## config.mk

```make
export PLATFORM = sky130hd
export DESIGN_NAME = knight_anim_ctrl
export DESIGN_NICKNAME = d
export VERILOG_FILES = /design/src/rtl/knight_anim_ctrl.sv
export SDC_FILE = /design/constraint.sdc
export NUM_CORES = 1
export LEC_CHECK = 0
export CAP_MARGIN = 20
export CELL_PAD_IN_SITES_DETAIL_PLACEMENT = 1
export CELL_PAD_IN_SITES_GLOBAL_PLACEMENT = 2
export CORE_ASPECT_RATIO = 0.6
export CORE_UTILIZATION = 42
export DETAILED_ROUTE_END_ITERATION = 8
export DONT_BUFFER_PORTS = 1
export GPL_TIMING_DRIVEN = 0
export PLACE_DENSITY_LB_ADDON = 0.1
export SYNTH_ARGS = -nofsm -noshare
export SYNTH_HDL_FRONTEND = slang
export SYNTH_SLANG_ARGS = --single-unit
```

## constraint.sdc

```tcl
create_clock -name vga_clk -period 5 [get_ports vga_clk]
set_clock_uncertainty 0.05 [all_clocks]
set_input_delay 0.25 -clock vga_clk [delete_from_list [all_inputs] [get_ports vga_clk]]
set_output_delay 0.25 -clock vga_clk [all_outputs]
set_load 0.03 [all_outputs]
```

## src/rtl/knight_anim_ctrl.sv

```systemverilog
// knight_anim_ctrl: knight sprite animation FSM (idle/walk/attack/recover) and pixel-to-ROM address mapping.
module knight_anim_ctrl #(
  parameter int SPR_W  = 50,
  parameter int SPR_H  = 64,
  parameter int N_ATK  = 4,
  parameter int N_WALK = 4,
  parameter int HOLD   = 6,
  localparam int FW = $clog2(N_WALK + N_ATK + 1)
) (
  input  logic          vga_clk,
  input  logic          reset_n,
  input  logic          frame_start,
  input  logic          attack_req,
  input  logic          walk,
  input  logic          facing_left,
  input  logic [9:0]    DrawX,
  input  logic [9:0]    DrawY,
  input  logic [9:0]    knight_x,
  input  logic [9:0]    knight_y,
  output logic [11:0]   rom_address,
  output logic [FW-1:0] frame_sel,
  output logic          in_sprite,
  output logic          attack_busy,
  output logic          attack_done
);
  localparam int IW = $clog2((N_ATK > N_WALK ? N_ATK : N_WALK) + 1);
  localparam int HW = $clog2(HOLD + 1);
  localparam logic [IW-1:0] ATK_LAST  = IW'(N_ATK - 1);
  localparam logic [IW-1:0] WALK_LAST = IW'(N_WALK - 1);
  localparam logic [HW-1:0] HOLD_LAST = HW'(HOLD - 1);
  localparam logic [FW-1:0] ATK_BASE  = FW'(N_WALK + 1);
  localparam logic [9:0]    W10 = 10'(SPR_W);
  localparam logic [9:0]    H10 = 10'(SPR_H);
  localparam logic [11:0]   W12 = 12'(SPR_W);

  typedef enum logic [1:0] {IDLE, WALK, ATTACK, RECOVER} state_t;

  state_t        state;
  logic [IW-1:0] idx;
  logic [HW-1:0] hold;
  logic          pending;
  logic          rec_entry;
  logic          req;

  // a request on the frame_start cycle itself counts for that transition
  assign req = pending | attack_req;

  always_ff @(posedge vga_clk or negedge reset_n) begin
    if (!reset_n) begin
      state       <= IDLE;
      idx         <= '0;
      hold        <= '0;
      pending     <= 1'b0;
      rec_entry   <= 1'b0;
      frame_sel   <= '0;
      attack_busy <= 1'b0;
      attack_done <= 1'b0;
    end else begin
      attack_done <= rec_entry;
      rec_entry   <= 1'b0;
      if (attack_req && (state == IDLE || state == WALK)) pending <= 1'b1;
      if (frame_start) begin
        case (state)
          IDLE, RECOVER: begin
            idx  <= '0;
            hold <= '0;
            if (state == IDLE && req) begin
              state       <= ATTACK;
              pending     <= 1'b0;
              frame_sel   <= ATK_BASE;
              attack_busy <= 1'b1;
            end else begin
              state     <= walk ? WALK : IDLE;
              frame_sel <= walk ? FW'(1) : '0;
            end
          end
          WALK: begin
            if (req) begin
              state       <= ATTACK;
              idx         <= '0;
              hold        <= '0;
              pending     <= 1'b0;
              frame_sel   <= ATK_BASE;
              attack_busy <= 1'b1;
            end else if (!walk) begin
              state     <= IDLE;
              idx       <= '0;
              hold      <= '0;
              frame_sel <= '0;
            end else if (hold == HOLD_LAST) begin
              hold      <= '0;
              idx       <= (idx == WALK_LAST) ? '0 : idx + 1'b1;
              frame_sel <= (idx == WALK_LAST) ? FW'(1) : FW'(idx) + FW'(2);
            end else begin
              hold <= hold + 1'b1;
            end
          end
          ATTACK: begin
            if (hold == HOLD_LAST) begin
              hold <= '0;
              if (idx == ATK_LAST) begin
                state       <= RECOVER;
                idx         <= '0;
                frame_sel   <= '0;
                attack_busy <= 1'b0;
                rec_entry   <= 1'b1;
              end else begin
                idx       <= idx + 1'b1;
                frame_sel <= ATK_BASE + FW'(idx) + FW'(1);
              end
            end else begin
              hold <= hold + 1'b1;
            end
          end
        endcase
      end
    end
  end

  logic [9:0]  lx, ly, cx;
  logic        hit;
  logic [11:0] addr;

  // negative offsets wrap to large values and fall outside the sprite
  assign lx   = DrawX - knight_x;
  assign ly   = DrawY - knight_y;
  assign hit  = (lx < W10) && (ly < H10);
  assign cx   = facing_left ? W10 - 10'd1 - lx : lx;
  assign addr = {2'b00, ly} * W12 + {2'b00, cx};

  always_ff @(posedge vga_clk or negedge reset_n) begin
    if (!reset_n) begin
      in_sprite   <= 1'b0;
      rom_address <= '0;
    end else begin
      in_sprite   <= hit;
      rom_address <= hit ? addr : '0;
    end
  end
endmodule

```

==> impl_metrics.tcl, run 1 <==
set metrics [dict create \
    layout.nets 515 \
    antenna_found_initial 0 \
    fin_util 0.475 \
    rsz0062_at_grt "no" \
    cts_root_buffer "clkbuf_16" \
    yosysMostFrequentCell "inv_1" \
    antenna_left 0 \
    tritoncts "done" \
    synthToLayoutAreaGrowth_pct 8.88 \
    postSynth.asyncResetShare 1.00 \
    routed-via-count 2894 \
    grt-ovfl-total 0 \
    drcViolationCount 0 \
    wl_per_cell_um 16.6 \
    die_area_mm2 0.00863 \
    relSlewSlack 0.522 \
    cts_sinks 29 \
    core-area_mm2 0.00795 \
    clk_latency_ps 270 \
    crit_fanout 4 \
    peakVddDrop_mv 0.229 \
    tightest_slew_ps 711 \
    num_antenna_cells 0 \
    path_clk_slew_ps 50 \
    avgSynthCellArea_um2 8.73 \
    grt_pass1_vias 2719 \
    routed_via_density 5.62 \
    grt_max_degree 30 \
    ys_seq_area_frac 0.209 \
    fin_setup_tns_ps 0 \
    synth_warnings 0 \
    grt_pass1_wl_um 13800 \
    globalRouteTotalUtil 0.203 \
    ys.flop_type "dfrtp_1" \
    cap_violations 0 \
    cp-start-kind "input pin" \
    cts_inserted_buffers 5 \
    critPathKind "input pin to flop" \
    place_ws_ps 413 \
    yosys.area.top_type_share 0.209 \
    drive_above_1_share 0.0811 \
    fp-row-count 25 \
    fp.dieW_um 119 \
    finalHoldViolCount 0 \
    worstHoldPathType "input pin to flop" \
    setup_slack_ps 663 \
    power.density_mw_per_mm2 574 \
    fin_crit_sh 0.867 \
    fin_crit_ps 4340 \
    postCtsSetupRepairBufs 0 \
    endpoint_kind "flop" \
    routabilityCongestion 0.790 \
    synth_nets 506 \
    clockBufferDepth 2 \
    drv_slew 0 \
    yosysTopAreaCell "dfrtp_1" \
    fp.dieH_um 72.4 \
    finalSetupViolCount 0 \
    synth_area_mm2 0.00347 \
    synth_cells 397 \
    timing.hold.ws_ps 133 \
    synth.top_cells.by_count "inv_1 (57), ha_1 (55), dfrtp_1 (29)" \
    drtIter0Drc 154 \
    io_pins 65 \
    yosys-top-cells-area "dfrtp_1 (21%), ha_1 (20%), inv_1 (6.2%), xnor2_1 (5.8%), fa_1 (4.6%)" \
    status "completed" \
    start_util 0.436 \
    crit_arrival_ps 4470 \
    required_ps 5130 \
    fmax_mhz 231 \
    dr.pass1.iters 4 \
    htreeDepth 2 \
    wirelength_um 8570 \
    synth_edf_count 0 \
    portBuffers 0 \
    leakagePower_nw 1.76 \
    yosysUniqueCellTypes 64 \
    ys_ff_latch 29 \
    place_hpwl_um 7050 \
]
## cell families (layout without fill, tap and decap cells)
family	count (synthesis)	count (layout)	share of synthesized area
AOI/OAI and AO/OA	109	109	0.219
adders and majority gates	63	63	0.245
and+or+nand+nor	96	96	0.161
DFF	29	29	0.209
buffers and inverters	65	75	0.0765
xor gates and xnor gates	32	32	0.0808
muxes	3	3	0.00938
## report_power, final
group          internal, mW  switching [mW]
sequential            0.264          0.0440
combinational         0.660           0.914
clock                 0.182           0.103
## worst paths after layout
kind | startpoint | endpoint | slack [ps] | cells past startpoint
setup / recovery | DrawY[0] | rom_address[11]$_DFF_PN0_ | 660 | 19
hold / removal | attack_req | pending$_DFF_PN0_ | 130 | 2
setup reg to reg | state[1]$_DFFE_PN0P_ | hold[1]$_DFFE_PN0P_ | 2800 | 6
hold reg to reg | rec_entry$_DFF_PN0_ | attack_done$_DFF_PN0_ | 330 | 0
max in group asynchronous | reset_n | hold[2]$_DFFE_PN0P_ | 4350 | 2
min in group asynchronous | reset_n | rom_address[0]$_DFF_PN0_ | 390 | 2
## metrics by stage
stage	std cells	total power [mW]	area (µm²)
2_1_floorplan	397	1.54	3470
3_3_place_gp	505	1.83	3600
3_5_place_dp	505	1.86	3600
4_1_cts	515	2.17	3770
5_1_grt	515	2.38	3770
6_report	515	2.17	3770
## worst max-delay path: stages
cell	delay, ps
inv_1	40
ha_1	160
inv_1	50
fa_1	400
xor2_1	500
ha_1	340
ha_1	280
inv_1	50
fa_1	490
inv_1	40
ha_1	330
xnor2_1	150
ha_1	210
nor3_1	210
o21ai_0	160
a31oi_1	290
o21bai_1	120
a22o_1	180
a211oi_1	190
## registers in the layout (all words and copies together), names as in the netlist
name	flops
attack_done	1
rom_address	12
in_sprite	1
rec_entry	1
idx	3
hold	3
frame_sel	4
pending	1
state	2
attack_busy	1
## final cells by class
class                      count  area [µm²]
fill                         943        4170
multi-input combinational    303        2480
clock inverter                 3        17.5
sequential                    29         726
buffer                         7        47.5
timing repair buffer           2        30.0
clock buffer                   5         125
inverter                      58         218
tap                          108         135
## cell usage in the layout (no fill, tap or decap), types with 2 or more instances in the layout
cell	n
inv_1	57
ha_1	55
dfrtp_1	29
xnor2_1	23
a21oi_1	22
o21ai_0	22
nor2_1	16
nand2_1	15
nand3_1	10
nor2b_1	10
a211oi_1	10
xor2_1	9
nor3_2	9
fa_1	8
a21o_1	6
o21a_1	6
a31oi_1	6
nor4_1	5
nor3b_1	5
o211ai_1	5
nor3_1	5
clkbuf_16	5
and3_1	4
o22ai_1	3
nand2b_1	3
o31ai_1	3
and2_1	3
buf_6	2
buf_2	2
clkbuf_1	2
a311o_1	2
a21boi_0	2
mux2_2	2
o31a_1	2
nand4_1	2
or3_1	2
a22o_1	2
clkinv_2	2
## timing repair
item	CTS	global route
hold endpoints to repair	29	0
hold buffers	2	0
resized for setup	0	0
## layer usage
metal / wire [µm] / vias up / track usage
met5: 0 / - / 0
met2: 3210 / 67 / 0.281
li1: - / 1448 / -
met4: 34 / 0 / 0.0250
met3: 359 / 4 / 0.0354
met1: 4960 / 1375 / 0.327
Power figures use the tool's default switching activity.
==> inputs of run 2 (changes only) <==
--- a/config.mk
+++ b/config.mk
@@ -9,6 +9,7 @@
 export CELL_PAD_IN_SITES_DETAIL_PLACEMENT = 1
 export CELL_PAD_IN_SITES_GLOBAL_PLACEMENT = 2
-export CORE_ASPECT_RATIO = 0.6
+export CORE_ASPECT_RATIO = 0.5
 export CORE_UTILIZATION = 42
+export CTS_CLUSTER_DIAMETER = 100
 export DETAILED_ROUTE_END_ITERATION = 8
 export DONT_BUFFER_PORTS = 1
==> constraint.sdc (replaced) <==
create_clock -name vga_clk -period 5 [get_ports vga_clk]
set_clock_uncertainty 0.05 [all_clocks]
set_input_delay 1 -clock vga_clk [delete_from_list [all_inputs] [get_ports vga_clk]]
set_output_delay 1 -clock vga_clk [all_outputs]
set_load 0.03 [all_outputs]
==> impl_metrics.tcl, run 2 (synthesized netlist as in run 1, its figures left out) <==
set metrics [dict create \
    critPathKind "input pin to flop" \
    portBuffers 0 \
    fillers 950 \
    grt_pass1_vias 2871 \
    r2r_end "hold[1]$_DFFE_PN0P_" \
    p_total_mw 2.32 \
    reg2reg_slack_ps 2900 \
    rsz0062_at_grt "yes" \
    layout.nets 515 \
    fp.dieH_um 66.2 \
    worstPathCellList "clkinv_8, ha_4, inv_4, fa_2, a21oi_2, inv_2, a21oi_4, xnor2_2, ha_1, ha_1, inv_2, fa_1, inv_2, ha_4, o21a_1, o31a_1, a21oi_2, ha_1, o2111ai_2, o22ai_2, xnor2_1, nor3_2" \
    fin_cells 515 \
    htreeDepth 2 \
    cp-start-kind "input pin" \
    drive_above_1_share 0.145 \
    path_clk_slew_ps 50 \
    final_cell_mix "ha_1 (52), inv_1 (51), dfrtp_1 (29)" \
    share_comb_of_total_power 0.744 \
    wirelength_um 8210 \
    drtIter0Drc 57 \
    relSlewSlack 0.550 \
    io_pins 65 \
    fin_crit_sh 0.957 \
    finalHoldViolCount 0 \
    worstHoldPathType "flop to flop" \
    wl_per_cell_um 15.9 \
    fmax_mhz 209 \
    cap_violations 0 \
    p_sw_mw 1.11 \
    synthToLayoutAreaGrowth_pct 12.5 \
    fin_crit_ps 4790 \
    grt_max_degree 30 \
    setup_slack_ps 214 \
    drcViolationCount 0 \
    r2r-start "state[1]$_DFFE_PN0P_" \
    leakagePower_nw 1.77 \
    place_hpwl_um 6900 \
    routed_via_density 5.50 \
    finalSetupViolCount 0 \
    layout_commonest_cell "ha_1" \
    routed-via-count 2832 \
    crit_arrival_ps 4890 \
    grt-ovfl-total 0 \
    globalRouteTotalUtil 0.201 \
    fp-row-count 22 \
    drv_slew 0 \
    num_antenna_cells 0 \
    status "completed" \
    hold_path_startpoint "rec_entry$_DFF_PN0_" \
    hold_path_end "attack_done$_DFF_PN0_" \
    largest_reg_flops 12 \
    sequentialPowerShare 0.133 \
    cp_top_family "adder cells" \
    dr.pass1.iters 4 \
    cp_num_buf_inv 5 \
    max_stage_delay_ps 500 \
    cts_root_buffer "clkbuf_16" \
    power_frac_clock 0.123 \
    antenna_left 0 \
    timing.hold.ws_ps 308 \
    clk_latency_ps 270 \
    tightest_slew_ps 672 \
    power.density_mw_per_mm2 594 \
    die_area_mm2 0.00864 \
    dp_cells 505 \
    start_util 0.453 \
    core-area_mm2 0.00765 \
    fin_util 0.510 \
    peakVddDrop_mv 0.276 \
    fp.dieW_um 130 \
    swShare 0.481 \
    routabilityCongestion 0.793 \
    place_ws_ps -436 \
    clockBufferDepth 2 \
    rr_worst_depth 6 \
    p_int_mw 1.20 \
    tritoncts "done" \
    cts_sinks 29 \
    antenna_found_initial 0 \
    worstSetupStartpoint "DrawY[0]" \
    grt_pass1_wl_um 13500 \
    required_ps 5110 \
    cts.hold.buffers_added 0 \
    cts_inserted_buffers 5 \
    endpoint_kind "flop" \
    hold_depth 0 \
    largest_register "rom_address" \
    top_regs "rom_address (12), frame_sel (4)" \
    crit_fanout 3 \
    cp_slowest_cell "fa_1" \
]
[run 2: changes by cell type in the layout (fill, tap and decap cells not counted), moves of 2 or more]
cell	previous run	this run
nor2_1	16	14
a211oi_1	10	8
inv_1	57	51
xnor2_2	0	2
nor2_2	0	2
ha_4	0	3
ha_1	55	52
inv_2	1	5
buf_4	1	3
a21oi_2	1	3
a211oi_2	1	3
xnor2_1	23	21
a21oi_1	22	19
[run 2: repair_timing]
item                       4_1_cts  5_1_grt
pin swaps                        2       21
setup buffers                    0        2
setup endpoints to repair        2        2
resized for setup                6       26
[run 2: metrics by stage]
| step | TNS [ps] | area [µm²] |
|---|---|---|
| 5_1_grt | -41.8 | 3900 |
| 4_1_cts | 0 | 3780 |
| 2_1_floorplan | 0 | 3470 |
| 6_report | 0 | 3900 |
| 3_5_place_dp | -815 | 3600 |
| 3_3_place_gp | -659 | 3600 |
[run 2: worst max-delay path by stage]
stage | to | slack, ps | depth (start not counted)
after floorplan | rom_address[11]$_DFF_PN0_ | 8 | 20
after global placement | rom_address[11]$_DFF_PN0_ | -320 | 22
after detailed placement | rom_address[11]$_DFF_PN0_ | -440 | 22
after CTS | rom_address[11]$_DFF_PN0_ | 40 | 19
after global routing | rom_address[11]$_DFF_PN0_ | -40 | 20
final | rom_address[10]$_DFF_PN0_ | 210 | 22
[run 2: per-layer routing]
| layer | vias to the layer above | part of all wire | GRT usage |
|---|---|---|---|
| met5 | - | 0 | 0 |
| met4 | 0 | 0.0066 | 0.0431 |
| met3 | 6 | 0.029 | 0.0299 |
| met2 | 58 | 0.46 | 0.353 |
| met1 | 1329 | 0.51 | 0.260 |
| li1 | 1439 | - | - |
[run 2: cell type report]
class | instances | area [µm²] | area share
Clock buffer | 5 | 125 | 0.0321
Multi-Input combinational cell | 303 | 2600 | 0.667
Timing Repair Buffer | 2 | 15.0 | 0.00385
Clock inverter | 3 | 17.5 | 0.00449
Buffer | 7 | 47.5 | 0.0122
Sequential cell | 29 | 726 | 0.186
Inverter | 58 | 233 | 0.0597
Tap cell | 108 | 135 | 0.0346
[run 2: worst register-to-register path, delay by kind of cell (launching register included)]
| kind | cells | cell delay [ps] |
|---|---|---|
| AO/OA/AOI/OAI | 2 | 690 |
| adder cells (fa/ha/maj) | 1 | 250 |
| buffers and inverters | 1 | 90 |
| flip-flops | 1 | 390 |
| multiplexers | 1 | 290 |
| AND/OR/NAND/NOR | 1 | 240 |
[run 2: power by group through the flow]
| stage | sequential [mW] | combinational, mW | clock [mW] |
|---|---|---|---|
| after floorplan | 0.306 | 1.23 | 0 |
| after global placement | 0.309 | 1.49 | 0 |
| after detailed placement | 0.313 | 1.55 | 0 |
| after CTS | 0.309 | 1.60 | 0.293 |
| after global routing | 0.315 | 1.95 | 0.303 |
| final | 0.309 | 1.72 | 0.285 |
==> inputs of run 3 (changes only) <==
GPL_ROUTABILITY_DRIVEN = 0   (was not set)
REMOVE_ABC_BUFFERS = 1   (was not set)
==> impl_metrics.tcl, run 3 (synthesized netlist as in run 1, its figures left out) <==
set metrics [dict create \
    layout_commonest_cell "inv_1" \
    hold_path_end "attack_done$_DFF_PN0_" \
    dr.pass1.iters 4 \
    cts_root_buffer "clkbuf_16" \
    drive_above_1_share 0.150 \
    reg2reg_slack_ps 2840 \
    tritoncts "done" \
    wl_per_cell_um 16.0 \
    core-area_mm2 0.00765 \
    drtIter0Drc 55 \
    relSlewSlack 0.542 \
    rr_worst_depth 6 \
    portBuffers 0 \
    timing.hold.ws_ps 301 \
    drcViolationCount 0 \
    clockBufferDepth 2 \
    finalHoldViolCount 0 \
    largest_register "rom_address" \
    wirelength_um 8200 \
    leakagePower_nw 1.79 \
    crit_fanout 5 \
    setup_slack_ps 142 \
    routed-via-count 2873 \
    place_ws_ps -394 \
    cp_slowest_cell "fa_1" \
    max_stage_delay_ps 510 \
    finalSetupViolCount 0 \
    tightest_slew_ps 684 \
    peakVddDrop_mv 0.207 \
    path_clk_slew_ps 50 \
    io_pins 65 \
    hold_depth 0 \
    cts.hold.buffers_added 0 \
    cts_inserted_buffers 5 \
    cts_sinks 29 \
    synthToLayoutAreaGrowth_pct 13.9 \
    num_antenna_cells 0 \
    status "completed" \
    r2r-start "state[1]$_DFFE_PN0P_" \
    die_area_mm2 0.00864 \
    power.density_mw_per_mm2 626 \
    final_cell_area_mm2 0.00395 \
    drv_slew 0 \
    place_hpwl_um 6730 \
    globalRouteTotalUtil 0.199 \
    final_cell_mix "inv_1 (53), ha_1 (49), dfrtp_1 (29)" \
    grt_pass1_vias 2955 \
    clk_latency_ps 270 \
    fp.dieW_um 130 \
    grt_pass1_wl_um 13600 \
    r2r_end "hold[1]$_DFFE_PN0P_" \
    fin_crit_ps 4860 \
    antenna_left 0 \
    largest_reg_flops 12 \
    required_ps 5090 \
    critPathKind "input pin to flop" \
    routed_via_density 5.59 \
    top_regs "rom_address (12), frame_sel (4)" \
    fin_cells 514 \
    antenna_found_initial 0 \
    htreeDepth 2 \
    endpoint_kind "flop" \
    fmax_mhz 206 \
    layout.nets 514 \
    cp-start-kind "input pin" \
    grt-ovfl-total 0 \
    fp.dieH_um 66.2 \
    cap_violations 0 \
    worstPathCellList "inv_1, ha_2, inv_1, fa_2, a21oi_2, inv_2, a21oi_4, xnor2_2, ha_1, ha_1, inv_1, fa_1, inv_2, ha_4, buf_4, xnor2_1, ha_1, a211oi_1, o22ai_2, xnor2_1, nor3_2" \
    hold_path_startpoint "rec_entry$_DFF_PN0_" \
    place_area_mm2 0.00356 \
    fin_util 0.516 \
    worstHoldPathType "flop to flop" \
    start_util 0.453 \
    grt_max_degree 30 \
    fin_crit_sh 0.972 \
    dp_cells 499 \
    crit_arrival_ps 4940 \
    fp-row-count 22 \
]
## run 3: worst max-delay path: cells and delay by family
family	cells	cell delay (ps)
xor gates and xnor gates	3	500
AOI/OAI and AO/OA	4	790
buffers and inverters	6	400
and+or+nand+nor	1	50
adders and majority gates	7	2180
## run 3: worst max-delay path by stage
stage | startpoint | endpoint | slack, ps
finish | DrawY[0] | rom_address[10]$_DFF_PN0_ | 140
global route | DrawY[0] | rom_address[10]$_DFF_PN0_ | -30
CTS | DrawY[0] | rom_address[10]$_DFF_PN0_ | 20
detailed placement | DrawY[0] | rom_address[10]$_DFF_PN0_ | -390
global placement | DrawY[0] | rom_address[10]$_DFF_PN0_ | -360
floorplan | DrawY[0] | rom_address[10]$_DFF_PN0_ | -10
## run 3: what timing repair did
item	CTS	global route
pin swaps	1	20
endpoints found under the setup margin	2	2
resized for setup	3	27
buffers inserted	0	7
## run 3: cell type report
cell class / count / area [µm²]
Fill cell: 903 / 3700
Clock inverter: 3 / 65.1
Timing Repair Buffer: 8 / 60.1
Multi-Input combinational cell: 303 / 2620
Tap cell: 108 / 135
Inverter: 58 / 218
Clock buffer: 5 / 125
Sequential cell: 29 / 726
## run 3: routing by layer
metal / part of all wire / track usage / vias to the layer above / wire, µm
li1: - / - / 1434 / -
met4: 0.010 / 0.0474 / 0 / 86
met5: 0 / 0 / - / 0
met2: 0.47 / 0.356 / 59 / 3870
met3: 0.035 / 0.0275 / 9 / 288
met1: 0.48 / 0.254 / 1371 / 3960
## run 3: where the power goes
group / leakage (nW) / internal (mW) / switching (mW)
clock: 0.0938 / 0.284 / 0.0990
sequential: 0.388 / 0.264 / 0.0440
combinational: 1.31 / 0.802 / 0.979
total: 1.79 / 1.35 / 1.12
## run 3: metrics by stage
stage	setup TNS, ps	power (mW)
floorplan	-13.5	1.53
CTS	0	2.24
global placement	-783	1.77
finish	0	2.47
global route	-59.3	2.71
detailed placement	-796	1.81
